==> src/rtl/ddr4_cmd_scheduler.sv <==
// DDR4 command scheduler. Tracks open rows per bank, issues PRE/ACT/RD/WR and
// periodic PREA+REF, and enforces command spacing while honouring DIMM stall.
module ddr4_cmd_scheduler #(
  parameter int BGWIDTH   = 2,
  parameter int BAWIDTH   = 2,
  parameter int ADDRWIDTH = 17,
  parameter int COLWIDTH  = 10,
  parameter int TRCD      = 4,
  parameter int TRP       = 4,
  parameter int TCCD      = 4,
  parameter int TRFC      = 32,
  parameter int TREFI     = 1000
) (
  input  logic                 clk,
  input  logic                 reset_n,
  input  logic                 req_valid,
  output logic                 req_ready,
  input  logic                 req_wr,
  input  logic [BGWIDTH-1:0]   req_bg,
  input  logic [BAWIDTH-1:0]   req_ba,
  input  logic [ADDRWIDTH-1:0] req_row,
  input  logic [COLWIDTH-1:0]  req_col,
  input  logic                 stall,
  output logic                 cke,
  output logic                 cs_n,
  output logic                 act_n,
  output logic [ADDRWIDTH-1:0] A,
  output logic [BGWIDTH-1:0]   bg,
  output logic [BAWIDTH-1:0]   ba,
  output logic                 cas_done,
  output logic                 cas_wr
);

  localparam int BANKW  = BGWIDTH + BAWIDTH;
  localparam int NBANKS = 1 << BANKW;

  typedef enum logic [2:0] {
    S_IDLE, S_PRE, S_ACT, S_CAS, S_PREA, S_REF, S_WAIT
  } state_t;

  state_t                 state;
  state_t                 after_wait;
  state_t                 cur;
  logic [7:0]             wait_cnt;
  logic [15:0]            ref_cnt;
  logic                   ref_pending;
  logic                   ref_expire;
  logic                   ref_pending_nxt;
  logic                   handshake;

  logic                   lat_wr;
  logic [BGWIDTH-1:0]     lat_bg;
  logic [BAWIDTH-1:0]     lat_ba;
  logic [ADDRWIDTH-1:0]   lat_row;
  logic [COLWIDTH-1:0]    lat_col;
  logic [BANKW-1:0]       lat_bank;
  logic [BANKW-1:0]       req_bank;

  logic [NBANKS-1:0]      bank_open;
  logic [ADDRWIDTH-1:0]   open_row [NBANKS];

  // Command word: ras_n/cas_n/we_n on A16..A14, A10 for all-bank precharge.
  function automatic logic [ADDRWIDTH-1:0] cmd_code(input logic [2:0] rcw,
                                                    input logic a10,
                                                    input logic [COLWIDTH-1:0] col);
    logic [ADDRWIDTH-1:0] a;
    a = '0;
    a[COLWIDTH-1:0] = col;
    a[10] = a10;
    a[16:14] = rcw;
    return a;
  endfunction

  // A WAIT whose counter has run out behaves as the following command state
  // in the same cycle, so a spacing of T puts commands exactly T cycles apart.
  assign cur = (state == S_WAIT && wait_cnt == 8'd0) ? after_wait : state;

  assign req_bank        = {req_bg, req_ba};
  assign lat_bank        = {lat_bg, lat_ba};
  assign ref_expire      = (ref_cnt == 16'(TREFI - 1));
  assign ref_pending_nxt = ref_expire || (ref_pending && !(cur == S_REF && !stall));
  assign handshake       = (cur == S_IDLE) && req_valid && req_ready;

  always_ff @(posedge clk) begin
    if (!reset_n) begin
      state       <= S_IDLE;
      after_wait  <= S_IDLE;
      wait_cnt    <= '0;
      ref_cnt     <= '0;
      ref_pending <= 1'b0;
      bank_open   <= '0;
      lat_wr      <= 1'b0;
      lat_bg      <= '0;
      lat_ba      <= '0;
      lat_row     <= '0;
      lat_col     <= '0;
      cke         <= 1'b0;
      cs_n        <= 1'b1;
      act_n       <= 1'b1;
      A           <= '0;
      bg          <= '0;
      ba          <= '0;
      req_ready   <= 1'b0;
      cas_done    <= 1'b0;
      cas_wr      <= 1'b0;
    end else begin
      cke         <= 1'b1;
      cs_n        <= 1'b1;
      act_n       <= 1'b1;
      cas_done    <= 1'b0;
      cas_wr      <= 1'b0;
      req_ready   <= 1'b0;
      ref_pending <= ref_pending_nxt;
      ref_cnt     <= ref_expire ? 16'd0 : ref_cnt + 16'd1;
      state       <= cur;
      if (state == S_WAIT && wait_cnt != 8'd0)
        wait_cnt <= wait_cnt - 8'd1;

      case (cur)
        S_IDLE: begin
          if (handshake) begin
            lat_wr  <= req_wr;
            lat_bg  <= req_bg;
            lat_ba  <= req_ba;
            lat_row <= req_row;
            lat_col <= req_col;
            if (bank_open[req_bank] && open_row[req_bank] == req_row)
              state <= S_CAS;
            else if (bank_open[req_bank])
              state <= S_PRE;
            else
              state <= S_ACT;
          end else if (ref_pending) begin
            state <= S_PREA;
          end else begin
            req_ready <= !stall && !ref_pending_nxt;
          end
        end

        S_PRE: if (!stall) begin
          cs_n                <= 1'b0;
          A                   <= cmd_code(3'b010, 1'b0, '0);
          bg                  <= lat_bg;
          ba                  <= lat_ba;
          bank_open[lat_bank] <= 1'b0;
          state               <= S_WAIT;
          after_wait          <= S_ACT;
          wait_cnt            <= 8'(TRP - 1);
        end

        S_ACT: if (!stall) begin
          cs_n                <= 1'b0;
          act_n               <= 1'b0;
          A                   <= lat_row;
          bg                  <= lat_bg;
          ba                  <= lat_ba;
          bank_open[lat_bank] <= 1'b1;
          state               <= S_WAIT;
          after_wait          <= S_CAS;
          wait_cnt            <= 8'(TRCD - 1);
        end

        S_CAS: if (!stall) begin
          cs_n       <= 1'b0;
          A          <= cmd_code(lat_wr ? 3'b100 : 3'b101, 1'b0, lat_col);
          bg         <= lat_bg;
          ba         <= lat_ba;
          cas_done   <= 1'b1;
          cas_wr     <= lat_wr;
          state      <= S_WAIT;
          after_wait <= S_IDLE;
          wait_cnt   <= 8'(TCCD - 1);
        end

        S_PREA: if (!stall) begin
          cs_n       <= 1'b0;
          A          <= cmd_code(3'b010, 1'b1, '0);
          bg         <= '0;
          ba         <= '0;
          bank_open  <= '0;
          state      <= S_WAIT;
          after_wait <= S_REF;
          wait_cnt   <= 8'(TRP - 1);
        end

        S_REF: if (!stall) begin
          cs_n       <= 1'b0;
          A          <= cmd_code(3'b001, 1'b0, '0);
          bg         <= '0;
          ba         <= '0;
          state      <= S_WAIT;
          after_wait <= S_IDLE;
          wait_cnt   <= 8'(TRFC - 1);
        end

        default: ;
      endcase
    end
  end

  // Row storage needs no reset: it is only consulted while the open bit is set.
  always_ff @(posedge clk) begin
    if (reset_n && cur == S_ACT && !stall)
      open_row[lat_bank] <= lat_row;
  end

endmodule
==> config.mk <==
export PLATFORM = sky130hd
export DESIGN_NAME = ddr4_cmd_scheduler
export DESIGN_NICKNAME = d
export VERILOG_FILES = /design/src/rtl/ddr4_cmd_scheduler.sv
export SDC_FILE = /design/constraint.sdc
export NUM_CORES = 1
export LEC_CHECK = 0
export CORE_MARGIN = 4
export CORE_UTILIZATION = 55
export DETAILED_ROUTE_END_ITERATION = 6
export PLACE_DENSITY = 0.73
export SETUP_SLACK_MARGIN = 0.3
export SYNTH_ARGS = -nofsm -noshare
export SYNTH_HDL_FRONTEND = slang
export SYNTH_SLANG_ARGS = --single-unit
==> constraint.sdc <==
create_clock -name clk -period 3.9 [get_ports clk]
set_input_delay 0.585 -clock clk [delete_from_list [all_inputs] [get_ports clk]]
set_output_delay 0.585 -clock clk [all_outputs]
set_load 0.02 [all_outputs]
==> flow_summary.json, run 1 <==
{
  "outcome": "finished, final reports clean",
  "cp_common_cell": "buf_4",
  "fp.dieW_um": 175,
  "antenna_cells": 0,
  "finalMaxSlewViolations": 0,
  "dominantRegCellSynth": "edfxtp_1",
  "cts_hold_buf": 0,
  "cp-start-kind": "register",
  "vias_per_cell": 6.03,
  "avgRoutedWirePerCell_um": 24.1,
  "synthDistinctLibCells": 52,
  "final_cell_mix": "edfxtp_1, nand2_1, dfxtp_1",
  "wl_um": 36800,
  "hpwl_um": 23000,
  "setup_viol": 0,
  "top_level_ports": 63,
  "powerDensity_nw_per_um2": 488,
  "min_path_cells": 1,
  "drive_above_1_share_pct": 18.1,
  "cts_setup_buffers": 0,
  "nets": 1163,
  "final_cell_area_um2": 17900,
  "tightest_slew_ps": 816,
  "drtAntennaViolNets": 0,
  "initial_core_util_pct": 56.4,
  "rr_worst_depth": 9,
  "ys_seq_elements": 378,
  "syn2layout_area_growth_pct": 17.1,
  "use_met1_pct": 34.0,
  "avgSynthCellArea_um2": 14.8,
  "slowest_delay_ps": 500,
  "cp.required_ps": 4070,
  "hold_violations": 0,
  "row_count": 60,
  "yosysTopAreaCellShare_pct": 53.3,
  "placed_area_um2": 16600,
  "die_y_um": 175,
  "syn_nets": 1070,
  "ys_async_sr_fraction_pct": 0,
  "grt_remaining_overflow": 0,
  "cts_resized": 0,
  "antenna_found_initial": 1,
  "synth_area_leaders": "edfxtp_1, dfxtp_1, mux4_2",
  "cts_max_level": 2,
  "hp-class": "register to register",
  "crit_slowest_cell": "or3b_2",
  "root_buffer": "clkbuf_16",
  "use_met3_pct": 3.44,
  "maxCapViolCount": 0,
  "fin_crit_sh_pct": 79.3,
  "synth_area_leader_cell": "edfxtp_1",
  "setup.worst_path.class": "register to register",
  "fin_crit_ps": 3090,
  "clock_path_buffers": 3,
  "synth_edf_count": 272,
  "grt_pass1_vias": 9031,
  "arrival_ps": 3260,
  "cts_tree": "yes",
  "core_area_um2": 27200,
  "syn-cell-area_um2": 15300,
  "maxSlewHeadroom_pct": 45.5,
  "clk_latency_ps": 530,
  "ys_warn_count": 0,
  "mostFrequentLayoutCell": "edfxtp_1",
  "cp_max_fo": 17,
  "first_iter_violations": 972,
  "gp_congestion": 0.878,
  "grt_pass1_wl_um": 55200,
  "cp-end-kind": "register",
  "grt_max_degree": 70,
  "num_vias": 9202,
  "portBuffers": 62,
  "clock-sinks": 378,
  "synth_cells": 1032,
  "drc": 0,
  "cts_buffers": 38,
  "grt_util_all_layers_pct": 24.0,
  "path_clk_slew_ps": 60,
  "rsz0062_at_grt": "false",
  "dieArea_um2": 30600,
  "utilization_pct": 66.0,
  "ys_seq_area_share_pct": 67.2,
  "max_freq_ghz": 0.323,
  "crit_chain": "inv_1, ha_1, or3b_2, o31a_1, nor3_2, nand2_1, buf_4, nor4_2, buf_4",
  "drtPass1Iterations": 5,
  "peakVddDrop_uv": 417,
  "met2_usage_pct": 39.6,
  "busiest_layer": "met2",
  "total_power_uw": 8750,
  "timing.clock.skew_ps": 16.8,
  "hold_slack_ps": 446,
  "p_leak_uw": 0.00630
}
==> layer usage <==
metal  part of all wire, %  vias to the layer above  routed length (um)
li1                      -                     4107                   -
met1                    41                     4647               15200
met2                    49                      392               18000
met3                   7.4                       56                2710
met4                   2.4                        0                 882
met5                     0                        -                   0
==> path summary, 6_finish.rpt <==
check | start | slack [ps] | end
worst max register to register | wait_cnt[0] | 810 | open_row[5][9]
worst min-delay path | ref_cnt[0] | 450 | ref_cnt[0]
worst max-delay path | wait_cnt[0] | 810 | open_row[5][9]
worst min register to register | ref_cnt[0] | 450 | ref_cnt[0]
==> flip-flops by register name, summed over array words and instances (netlist names), 2 cells and up <==
name        flops
open_row      272
A              17
lat_row        17
bank_open      16
ref_cnt        16
lat_col        10
wait_cnt        8
after_wait      3
state           3
ba              2
bg              2
lat_ba          2
lat_bg          2
==> synth_stat cells (all sizes together) (6+ instances only) <==
| master | number |
|---|---|
| dfxtp | 106 |
| o21ai | 34 |
| a22oi | 9 |
| nor4 | 12 |
| mux4 | 72 |
| clkbuf | 36 |
| nor3 | 28 |
| edfxtp | 272 |
| a21boi | 41 |
| xor2 | 24 |
| nor2 | 53 |
| inv | 10 |
| xnor2 | 27 |
| nand3 | 21 |
| nand2b | 6 |
| a21oi | 15 |
| buf | 21 |
| and2 | 10 |
| nand2 | 120 |
| mux2i | 42 |
| nor2b | 11 |
==> worst max-delay path: cells and delay by family, from the launching register on <==
family	cells	cell delay [ps]
adders and majority gates	1	210
AOI/OAI and AO/OA	1	420
buffers and inverters	3	700
and+or+nand+nor	4	1050
DFF	1	330
==> layout make-up <==
class,count,area (um^2)
clock buffer,52,1120
clock inverter,18,213
fill,1954,9230
inverter,10,37.5
multi-input combinational,587,4820
sequential,378,10300
tap,372,465
timing repair buffer,110,1000
==> stage by stage <==
stage / worst slack [ps] / instances / setup TNS (ps)
2_1_floorplan: -339 / 1032 / -11540
3_3_place_gp: 539 / 1457 / 0
3_5_place_dp: 535 / 1457 / 0
4_1_cts: 779 / 1527 / 0
5_1_grt: 481 / 1527 / 0
6_report: 806 / 1527 / 0
==> power breakdown <==
part	internal [uW]	switching [uW]
registers	4340	75.7
clock network	2290	1510
logic	228	315
==> cell families (layout without fill, tap and decap cells) <==
kind of cell	count (synthesis)	in the layout	synth area share, %
AO/OA/AOI/OAI	125	125	5.45
flip-flops	378	378	67.2
AND/OR/NAND/NOR	292	292	8.91
XOR/XNOR	51	51	2.92
multiplexers	117	117	13.6
adder cells (fa/ha/maj)	2	2	0.163
buffers and inverters	67	190	1.81
Power figures use the tool's default switching activity.
==> inputs of run 2 (changes only) <==
clock period = 2.7 ns   (was 3.9 ns; I/O delays follow)
==> run 2 against run 1 <==
  * Utilization rose by 5.2 points
  * Highest routed layer is now met5
  * Non-clock buffer count increased by 71
  * Sequential share of layout area fell by 4.2 points
  * Count of clock-buffer cells in the layout increased by 5
==> flow_summary.json, run 2 (synthesized netlist as in run 1, its figures left out) <==
{
  "path_clk_slew_ps": 60,
  "cp_max_fo": 17,
  "numPlacedInstances": 1489,
  "largest_reg_flops": 272,
  "maxSlewHeadroom_pct": 50.2,
  "maxCapViolCount": 0,
  "avgRoutedWirePerCell_um": 25.5,
  "max_freq_ghz": 0.384,
  "arrival_ps": 2820,
  "rr_worst_depth": 8,
  "antenna_found_initial": 0,
  "hold_path_startpoint": "reset_n",
  "clock_path_buffers": 3,
  "rr_endpoint": "open_row[12][4]",
  "hold_violations": 0,
  "cts_buffers": 39,
  "regMostFlops": "open_row",
  "timing.rr.start": "wait_cnt[3]",
  "drive_above_1_share_pct": 26.4,
  "slowest_delay_ps": 560,
  "drc": 0,
  "clk_latency_ps": 540,
  "setup.worst_path.class": "register to register",
  "grt_util_all_layers_pct": 25.8,
  "powerDensity_nw_per_um2": 649,
  "cts_hold_buf": 0,
  "multiInputGateArea_um2": 5110,
  "crit_slowest_cell": "or4_4",
  "mostFrequentLayoutCell": "edfxtp_1",
  "regArea_um2": 10300,
  "fin_cells": 1600,
  "portBuffers": 62,
  "syn2layout_area_growth_pct": 26.4,
  "cp-start-kind": "register",
  "num_vias": 9870,
  "reg_top3": "open_row x272, A x17, lat_row x17",
  "wl_um": 40700,
  "final_cell_mix": "edfxtp_1, nand2_1, dfxtp_1",
  "finalMaxSlewViolations": 0,
  "grt_pass1_wl_um": 59000,
  "drtAntennaViolNets": 0,
  "dieArea_um2": 30600,
  "rrSetupSlack_ps": 100,
  "hold_slack_ps": 292,
  "die_y_um": 175,
  "initial_core_util_pct": 56.4,
  "fin_crit_ps": 2600,
  "crit_chain": "or4_4, o31a_1, nor3_4, nand2_4, or2_4, buf_4, nor2_4, buf_12",
  "vias_per_cell": 6.17,
  "cts_tree": "yes",
  "rsz0062_at_grt": "true",
  "hpwl_um": 23400,
  "gp_congestion": 0.875,
  "hold_end": "cke",
  "cp.required_ps": 2920,
  "hp-class": "input pin to register",
  "fp.dieW_um": 175,
  "setup_viol": 0,
  "root_buffer": "clkbuf_16",
  "clock-sinks": 378,
  "fin_crit_sh_pct": 96.3,
  "core_area_um2": 27200,
  "grt_remaining_overflow": 0,
  "p_leak_uw": 0.00694,
  "min_path_cells": 2,
  "peakVddDrop_uv": 500,
  "drtPass1Iterations": 5,
  "first_iter_violations": 1014,
  "top_level_ports": 63,
  "path_buf_inv": 2,
  "setup_tns_ps": 0,
  "nets": 1235,
  "cts_max_level": 2,
  "fillers": 1709,
  "cp_top_family": "simple AND/OR/NAND/NOR gates",
  "cp-end-kind": "register",
  "row_count": 60,
  "grt_max_degree": 70,
  "grt_pass1_vias": 9578,
  "antenna_cells": 0,
  "timing.clock.skew_ps": 14.3,
  "tightest_slew_ps": 746,
  "outcome": "finished, final reports clean"
}
==> run 2: cell types whose count changed in the layout (fill, tap and decap cells not counted), moves of 5 or more <==
cell	delta
buf_4	+15
clkbuf_16	+5
buf_12	+29
nor2_4	+6
nor3_4	+8
buf_16	+7
a21boi_0	-25
nor3_1	-6
buf_6	+10
a21boi_1	+22
==> run 2: worst max-delay path by stage <==
stage                                  end   startpoint  slack (ps)  cells past startpoint
after floorplan             open_row[8][0]  wait_cnt[5]        -180                      7
after global placement            state[1]    req_ba[0]        -250                      9
after detailed placement          state[1]    req_ba[0]        -260                      9
after CTS                 open_row[12][16]  wait_cnt[5]         130                      8
after global routing              state[1]    req_ba[0]          40                      9
final                      open_row[12][4]  wait_cnt[3]         100                      8
==> run 2: area by class of cell <==
class	instances	area share, %
clock buffers	57	5.81
repair buffers	181	11.5
inverters	10	0.194
flip-flops and latches	378	53.1
multi-input cells	587	26.4
clock inverters	15	0.588
well taps	372	2.40
==> run 2: worst register-to-register path: stages, from the launching register on <==
cell and delay, ps:
dfxtp_1 310, or4_4 560, o31a_1 360, nor3_4 220
nand2_4 90, or2_4 260, buf_4 170, nor2_4 100
buf_12 220
==> run 2: timing repair <==
item | CTS | global route
buffers inserted | 20 | 5
setup endpoints to repair | 337 | 346
resized for setup | 40 | 58
pin swaps | 5 | 5
gates cloned | 7 | 7
==> run 2: report_power, final <==
group          total [uW]  internal [uW]  switching [uW]
Sequential           6370           6260             109
Clock                5150           3000            2150
Combinational        1050            495             557
==> run 2: through the flow <==
step           total power (uW)  area [um^2]  util (%)  worst slack (ps)
2_1_floorplan              7010        15600         -              -184
3_3_place_gp               7380        17300      63.5              -247
3_5_place_dp               7400        17300      63.5              -261
4_1_cts                   12600        19000      70.0               131
5_1_grt                   13000        19400      71.3              38.4
6_report                  12600        19400      71.3              99.2
==> run 2: metal layers <==
layer	vias up	track usage [%]	wire length (um)
li1	4259	-	-
met1	5018	34.6	16000
met4	2	7.73	1300
met3	96	6.32	3370
met2	495	42.3	20100
met5	-	0	55
==> inputs of run 3 (changes only) <==
TNS_END_PERCENT = 100   (was not set)
==> results of run 3 <==
The final DEF is identical to that of run 2; final timing and power are the same.
